==> src/rtl/coin_io_ctrl.sv <==
// Coin-door I/O: synchronizes and debounces coin/service switches, latches coin
// insertion events, and drives two electromechanical coin counters.
module coin_io_ctrl #(
  parameter int DB_TICKS  = 4,
  parameter int ON_TICKS  = 20,
  parameter int OFF_TICKS = 20
) (
  input  logic       clk_main,
  input  logic       nreset,
  input  logic       ce,
  input  logic [3:0] P_coin,
  input  logic [3:0] service,
  input  logic [1:0] cnt_req,
  input  logic [3:0] evt_clr,
  output logic [3:0] coin_db,
  output logic [3:0] service_db,
  output logic [3:0] coin_evt,
  output logic [1:0] coin_counter,
  output logic [1:0] cnt_busy
);

  localparam int TMAX = (ON_TICKS > OFF_TICKS) ? ON_TICKS : OFF_TICKS;
  localparam int TW   = $clog2(TMAX + 1);
  localparam logic [TW-1:0] ON_LD   = TW'(ON_TICKS);
  localparam logic [TW-1:0] OFF_LD  = TW'(OFF_TICKS);
  localparam logic [TW-1:0] TMR_ONE = TW'(1);
  localparam logic [2:0]    DB_LAST = 3'(DB_TICKS - 1);

  typedef enum logic [1:0] {ST_IDLE = 2'd0, ST_ON = 2'd1, ST_OFF = 2'd2} state_t;

  // Bits [3:0] are the coin switches, [7:4] the service switches.
  logic [7:0]      raw_s;
  logic [7:0]      sync1_q, sync2_q;
  logic [7:0]      db_q, db_d;
  logic [7:0][2:0] run_q, run_d;
  logic [3:0]      evt_q, evt_d;

  assign raw_s = {service, P_coin};

  always_ff @(posedge clk_main or negedge nreset) begin
    if (!nreset) begin
      sync1_q <= 8'hFF;
      sync2_q <= 8'hFF;
    end else begin
      sync1_q <= raw_s;
      sync2_q <= sync1_q;
    end
  end

  always_comb begin
    db_d  = db_q;
    run_d = run_q;
    for (int i = 0; i < 8; i++) begin
      if (sync2_q[i] == db_q[i]) begin
        run_d[i] = 3'd0;
      end else if (ce) begin
        if (run_q[i] == DB_LAST) begin
          db_d[i]  = sync2_q[i];
          run_d[i] = 3'd0;
        end else begin
          run_d[i] = run_q[i] + 3'd1;
        end
      end else begin
        run_d[i] = run_q[i];
      end
    end
    // Set wins over a coincident clear so no insertion is ever lost.
    evt_d = (evt_q & ~evt_clr) | (db_q[3:0] & ~db_d[3:0]);
  end

  always_ff @(posedge clk_main or negedge nreset) begin
    if (!nreset) begin
      db_q  <= 8'hFF;
      run_q <= '0;
      evt_q <= 4'h0;
    end else begin
      db_q  <= db_d;
      run_q <= run_d;
      evt_q <= evt_d;
    end
  end

  assign coin_db    = db_q[3:0];
  assign service_db = db_q[7:4];
  assign coin_evt   = evt_q;

  for (genvar c = 0; c < 2; c++) begin : g_ch
    state_t        st_q, st_d;
    logic [3:0]    pend_q, pend_d;
    logic [TW-1:0] tmr_q, tmr_d;
    logic          out_q, out_d;
    logic          busy_q, busy_d;
    logic          start_s;

    always_comb begin
      st_d    = st_q;
      tmr_d   = tmr_q;
      start_s = 1'b0;
      case (st_q)
        ST_IDLE: begin
          if (pend_q != 4'd0) begin
            st_d    = ST_ON;
            tmr_d   = ON_LD;
            start_s = 1'b1;
          end else begin
            st_d = ST_IDLE;
          end
        end
        ST_ON: begin
          if (ce) begin
            if (tmr_q <= TMR_ONE) begin
              st_d  = ST_OFF;
              tmr_d = OFF_LD;
            end else begin
              tmr_d = tmr_q - TMR_ONE;
            end
          end else begin
            tmr_d = tmr_q;
          end
        end
        ST_OFF: begin
          if (ce) begin
            if (tmr_q > TMR_ONE) begin
              tmr_d = tmr_q - TMR_ONE;
            end else if (pend_q != 4'd0) begin
              st_d    = ST_ON;
              tmr_d   = ON_LD;
              start_s = 1'b1;
            end else begin
              st_d = ST_IDLE;
            end
          end else begin
            tmr_d = tmr_q;
          end
        end
        default: begin
          st_d  = ST_IDLE;
          tmr_d = '0;
        end
      endcase

      // A request coincident with a pulse start cancels the decrement.
      if (start_s && !cnt_req[c]) begin
        pend_d = pend_q - 4'd1;
      end else if (!start_s && cnt_req[c] && (pend_q != 4'd15)) begin
        pend_d = pend_q + 4'd1;
      end else begin
        pend_d = pend_q;
      end

      out_d  = (st_d == ST_ON);
      busy_d = (st_d != ST_IDLE) || (pend_d != 4'd0);
    end

    always_ff @(posedge clk_main or negedge nreset) begin
      if (!nreset) begin
        st_q   <= ST_IDLE;
        tmr_q  <= '0;
        pend_q <= 4'd0;
        out_q  <= 1'b0;
        busy_q <= 1'b0;
      end else begin
        st_q   <= st_d;
        tmr_q  <= tmr_d;
        pend_q <= pend_d;
        out_q  <= out_d;
        busy_q <= busy_d;
      end
    end

    assign coin_counter[c] = out_q;
    assign cnt_busy[c]     = busy_q;
  end

endmodule

==> config.mk <==
export PLATFORM = sky130hd
export DESIGN_NAME = coin_io_ctrl
export DESIGN_NICKNAME = d
export VERILOG_FILES = /design/src/rtl/coin_io_ctrl.sv
export SDC_FILE = /design/constraint.sdc
export NUM_CORES = 1
export LEC_CHECK = 0
export ABC_AREA = 1
export CORE_MARGIN = 4
export CORE_UTILIZATION = 40
export DETAILED_ROUTE_END_ITERATION = 10
export PLACE_DENSITY = 0.58
export SYNTH_ARGS = -nofsm -noshare
export SYNTH_HDL_FRONTEND = slang
export SYNTH_SLANG_ARGS = --single-unit
==> constraint.sdc <==
create_clock -name clk_main -period 1.9 [get_ports clk_main]
set_clock_uncertainty 0.1 [all_clocks]
set_input_delay 0.475 -clock clk_main [delete_from_list [all_inputs] [get_ports clk_main]]
set_output_delay 0.475 -clock clk_main [all_outputs]
set_load 0.1 [all_outputs]
==> flow_summary.ini <==
[clock_tree]
clk_latency_ns = 0.34
cts_buffers = 9
h-tree-depth = 3
tritoncts = built
clkTransAtPathRegs_ns = 0.08
cts_root_buf = clkbuf_8
clock-sinks = 78
clk_path_buf_depth = 2

[synthesis]
synth_top_cells_by_area = dfrtp_1 (34%), dfstp_2 (16%), nand2_1 (9.1%)
synth_nets = 483
ys_ff_latch = 78
synth-async-reset-ratio = 1.00
synth.avg_cell_area_um2 = 8.88
synth_commonest_cells = nand2_1 (96), dfrtp_1 (54), inv_1 (50), nand3_1 (37), nor2_1 (28)
postSynthCellCount = 448
yosys.area.top_type = dfrtp_1
synth-main-ff-cell = dfrtp_1
seq_area_frac_synth = 0.498
yosysMostFrequentCell = nand2_1
netlist_area_um2 = 3980
synth_top_area_frac = 0.340
ys_warn_count = 0
yosys.cell_types.count = 35
synth-edff-count = 0

[floorplanning]
start_util = 0.409
core_area_um2 = 9730
num_io_pins = 33
die-area_um2 = 11600
fp-row-count = 36
die_y_um = 108
die_x_um = 108

[critical_path]
start_kind = primary input
path_cells = clkdlybuf4s50_1, nand3_2, nand2_4, nand2_4, nand2_2, nand2_1, nand2_1, nand3_1, nor2_1, nand2_1
path_common_cell = nand2_1
crit_fanout = 4
critPathKind = in2reg
critPathCaptureType = register
cp_slowest_cell = clkdlybuf4s50_1
arrival_ns = 1.89
crit_path_max_incr_delay_ns = 0.59
cp.required_ns = 2.03

[cells_and_area]
diodes = 0
seq_area_um2 = 1980
multi_input_comb_area_um2 = 1740
synthToLayoutAreaGrowth_pct = 27.6
instances_no_fill = 651
finalNetCount = 548
design_area_um2 = 5080
drive_gt1_frac = 0.278
n_fill_cell = 892

[hold_path]
hp-class = reg2reg

[outcome]
status = finished, final reports clean

[detailed_routing]
dr_total_vias = 3043
drt_iter0_drc = 96
routed_wl_mm = 7.34
viasPerCell = 4.67
drt_pass1_iterations = 5
ant_nets = 0
drc = 0
wl_per_cell_um = 11.3

[placed_design]
dpl_cell_area_um2 = 4800
place_congestion = 0.858
dp_hpwl_mm = 5.70
dp.cells = 633
io_buffers = 32

[timing]
max_freq_ghz = 0.570
timing.final.crit_share = 0.924
slew_headroom = 0.759
fin_tns_setup_ns = 0
drv_slew = 0
finalCriticalPeriod_ns = 1.76
tightest_slew_ns = 0.360
final_hold_viol_count = 0
setup_viol = 0

[job]
maxCapViolCount = 0

[global_routing]
overflow = 0
grt_max_degree = 36
grt_pass1_wl_mm = 12.8
grt.total_usage = 0.137
antenna_found_initial = 0
grt_pass1_vias = 3011

[power]
peakVddDrop_uv = 691
finalPower_w = 0.00881
leakage_nw = 2.49
power.density_nw_per_um2 = 1740
## worst max-delay path: cells and delay by family
family,cells,cell delay (ns)
AND/OR/NAND/NOR,9,0.80
buffers and inverters,1,0.59
## path summary, 6_finish.rpt
path / slack [ns] / from / cells after the start / to
max: 0.14 / ce / 10 / g_ch[0].busy_q
max in group asynchronous: 0.68 / nreset / 3 / sync1_q[3]
max reg2reg: 0.15 / g_ch[0].tmr_q[1] / 13 / g_ch[0].busy_q
min reg2reg: 0.26 / sync1_q[0] / 0 / sync2_q[0]
min in group asynchronous: 0.46 / nreset / 2 / run_q[23]
min: 0.26 / sync1_q[0] / 0 / sync2_q[0]
## placed cells by master, fill, tap and decap left out, types with 2 or more instances in the layout
cell type        count
a211oi_1             4
a21oi_1              2
a31oi_1              2
and3_1               2
buf_12              17
buf_4               30
bufinv_16            2
clkbuf_8            10
clkdlybuf4s50_1     15
clkinv_2             2
clkinvlp_4           2
dfrtp_1             53
dfstp_2             24
ha_1                16
ha_2                 2
inv_1               48
inv_2               16
nand2_1             96
nand2_2              4
nand2_4              7
nand3_1             33
nand3_2             10
nand4_1              9
nor2_1              27
nor2_2               3
nor2_4               3
nor3_1               9
nor4_1               2
o21ai_0              8
o21ai_1             27
o21ai_2              3
o31ai_1              4
or2_2                5
xnor2_1              4
xor2_1              10
## metal layers
layer  wire (um)  GRT usage  vias to the layer above
met4          65     0.0388                        0
met5           0          0                        -
met2        3770      0.246                       43
met3         279     0.0408                        4
met1        3220      0.158                     1417
li1            -          -                     1579
## timing repair
| action | CTS | global route |
|---|---|---|
| gates resized for setup | 0 | 14 |
| endpoints found under the setup margin | 0 | 3 |
| setup buffers | 0 | 1 |
| endpoints found under the hold margin | 11 | 0 |
| hold buffers | 1 | 0 |
## state kept, by name, indices dropped and copies added (netlist names)
register and cells:
run_q 24, g_ch.tmr_q 10, db_q 8, g_ch.pend_q 8
sync1_q 8, sync2_q 8, coin_evt 4, g_ch.st_q 4
g_ch.busy_q 2, g_ch.out_q 2
## logic make-up (layout without fill, tap and decap cells)
kind of cell    count (synthesis)  count (layout)  share of synthesized area
compound gates                 52              52                     0.0786
xor+xnor                       14              14                     0.0308
fa+ha+maj                      18              18                     0.0566
buf+inv                        74             144                     0.0761
flops                          78              78                      0.498
mux                             1               1                    0.00283
simple gates                  211             211                      0.257
## report_power, final
part	switching (W)	internal, W
combinational	0.00288	0.00180
clock	0.000583	0.000771
sequential	0.000539	0.00224
total	0.00401	0.00481
## per-stage QoR
step                      hold WS [ns]  worst slack, ns  utilization
final                            0.258            0.144        0.522
after floorplan                 0.0794            0.112            -
after detailed placement         0.247           -0.229        0.493
after global placement           0.246           -0.201        0.493
after CTS                        0.259           0.0685        0.517
after global routing             0.267         -0.00965        0.522
## layout make-up
| cell class | count | share of cell area |
|---|---|---|
| well taps | 133 | 0.0328 |
| repair buffers | 63 | 0.143 |
| clock inverters | 6 | 0.0167 |
| multi-input cells | 296 | 0.342 |
| flip-flops and latches | 78 | 0.390 |
| inverters | 65 | 0.0480 |
| clock buffers | 10 | 0.0271 |
Note: power is estimated with default switching activity, not from simulation.
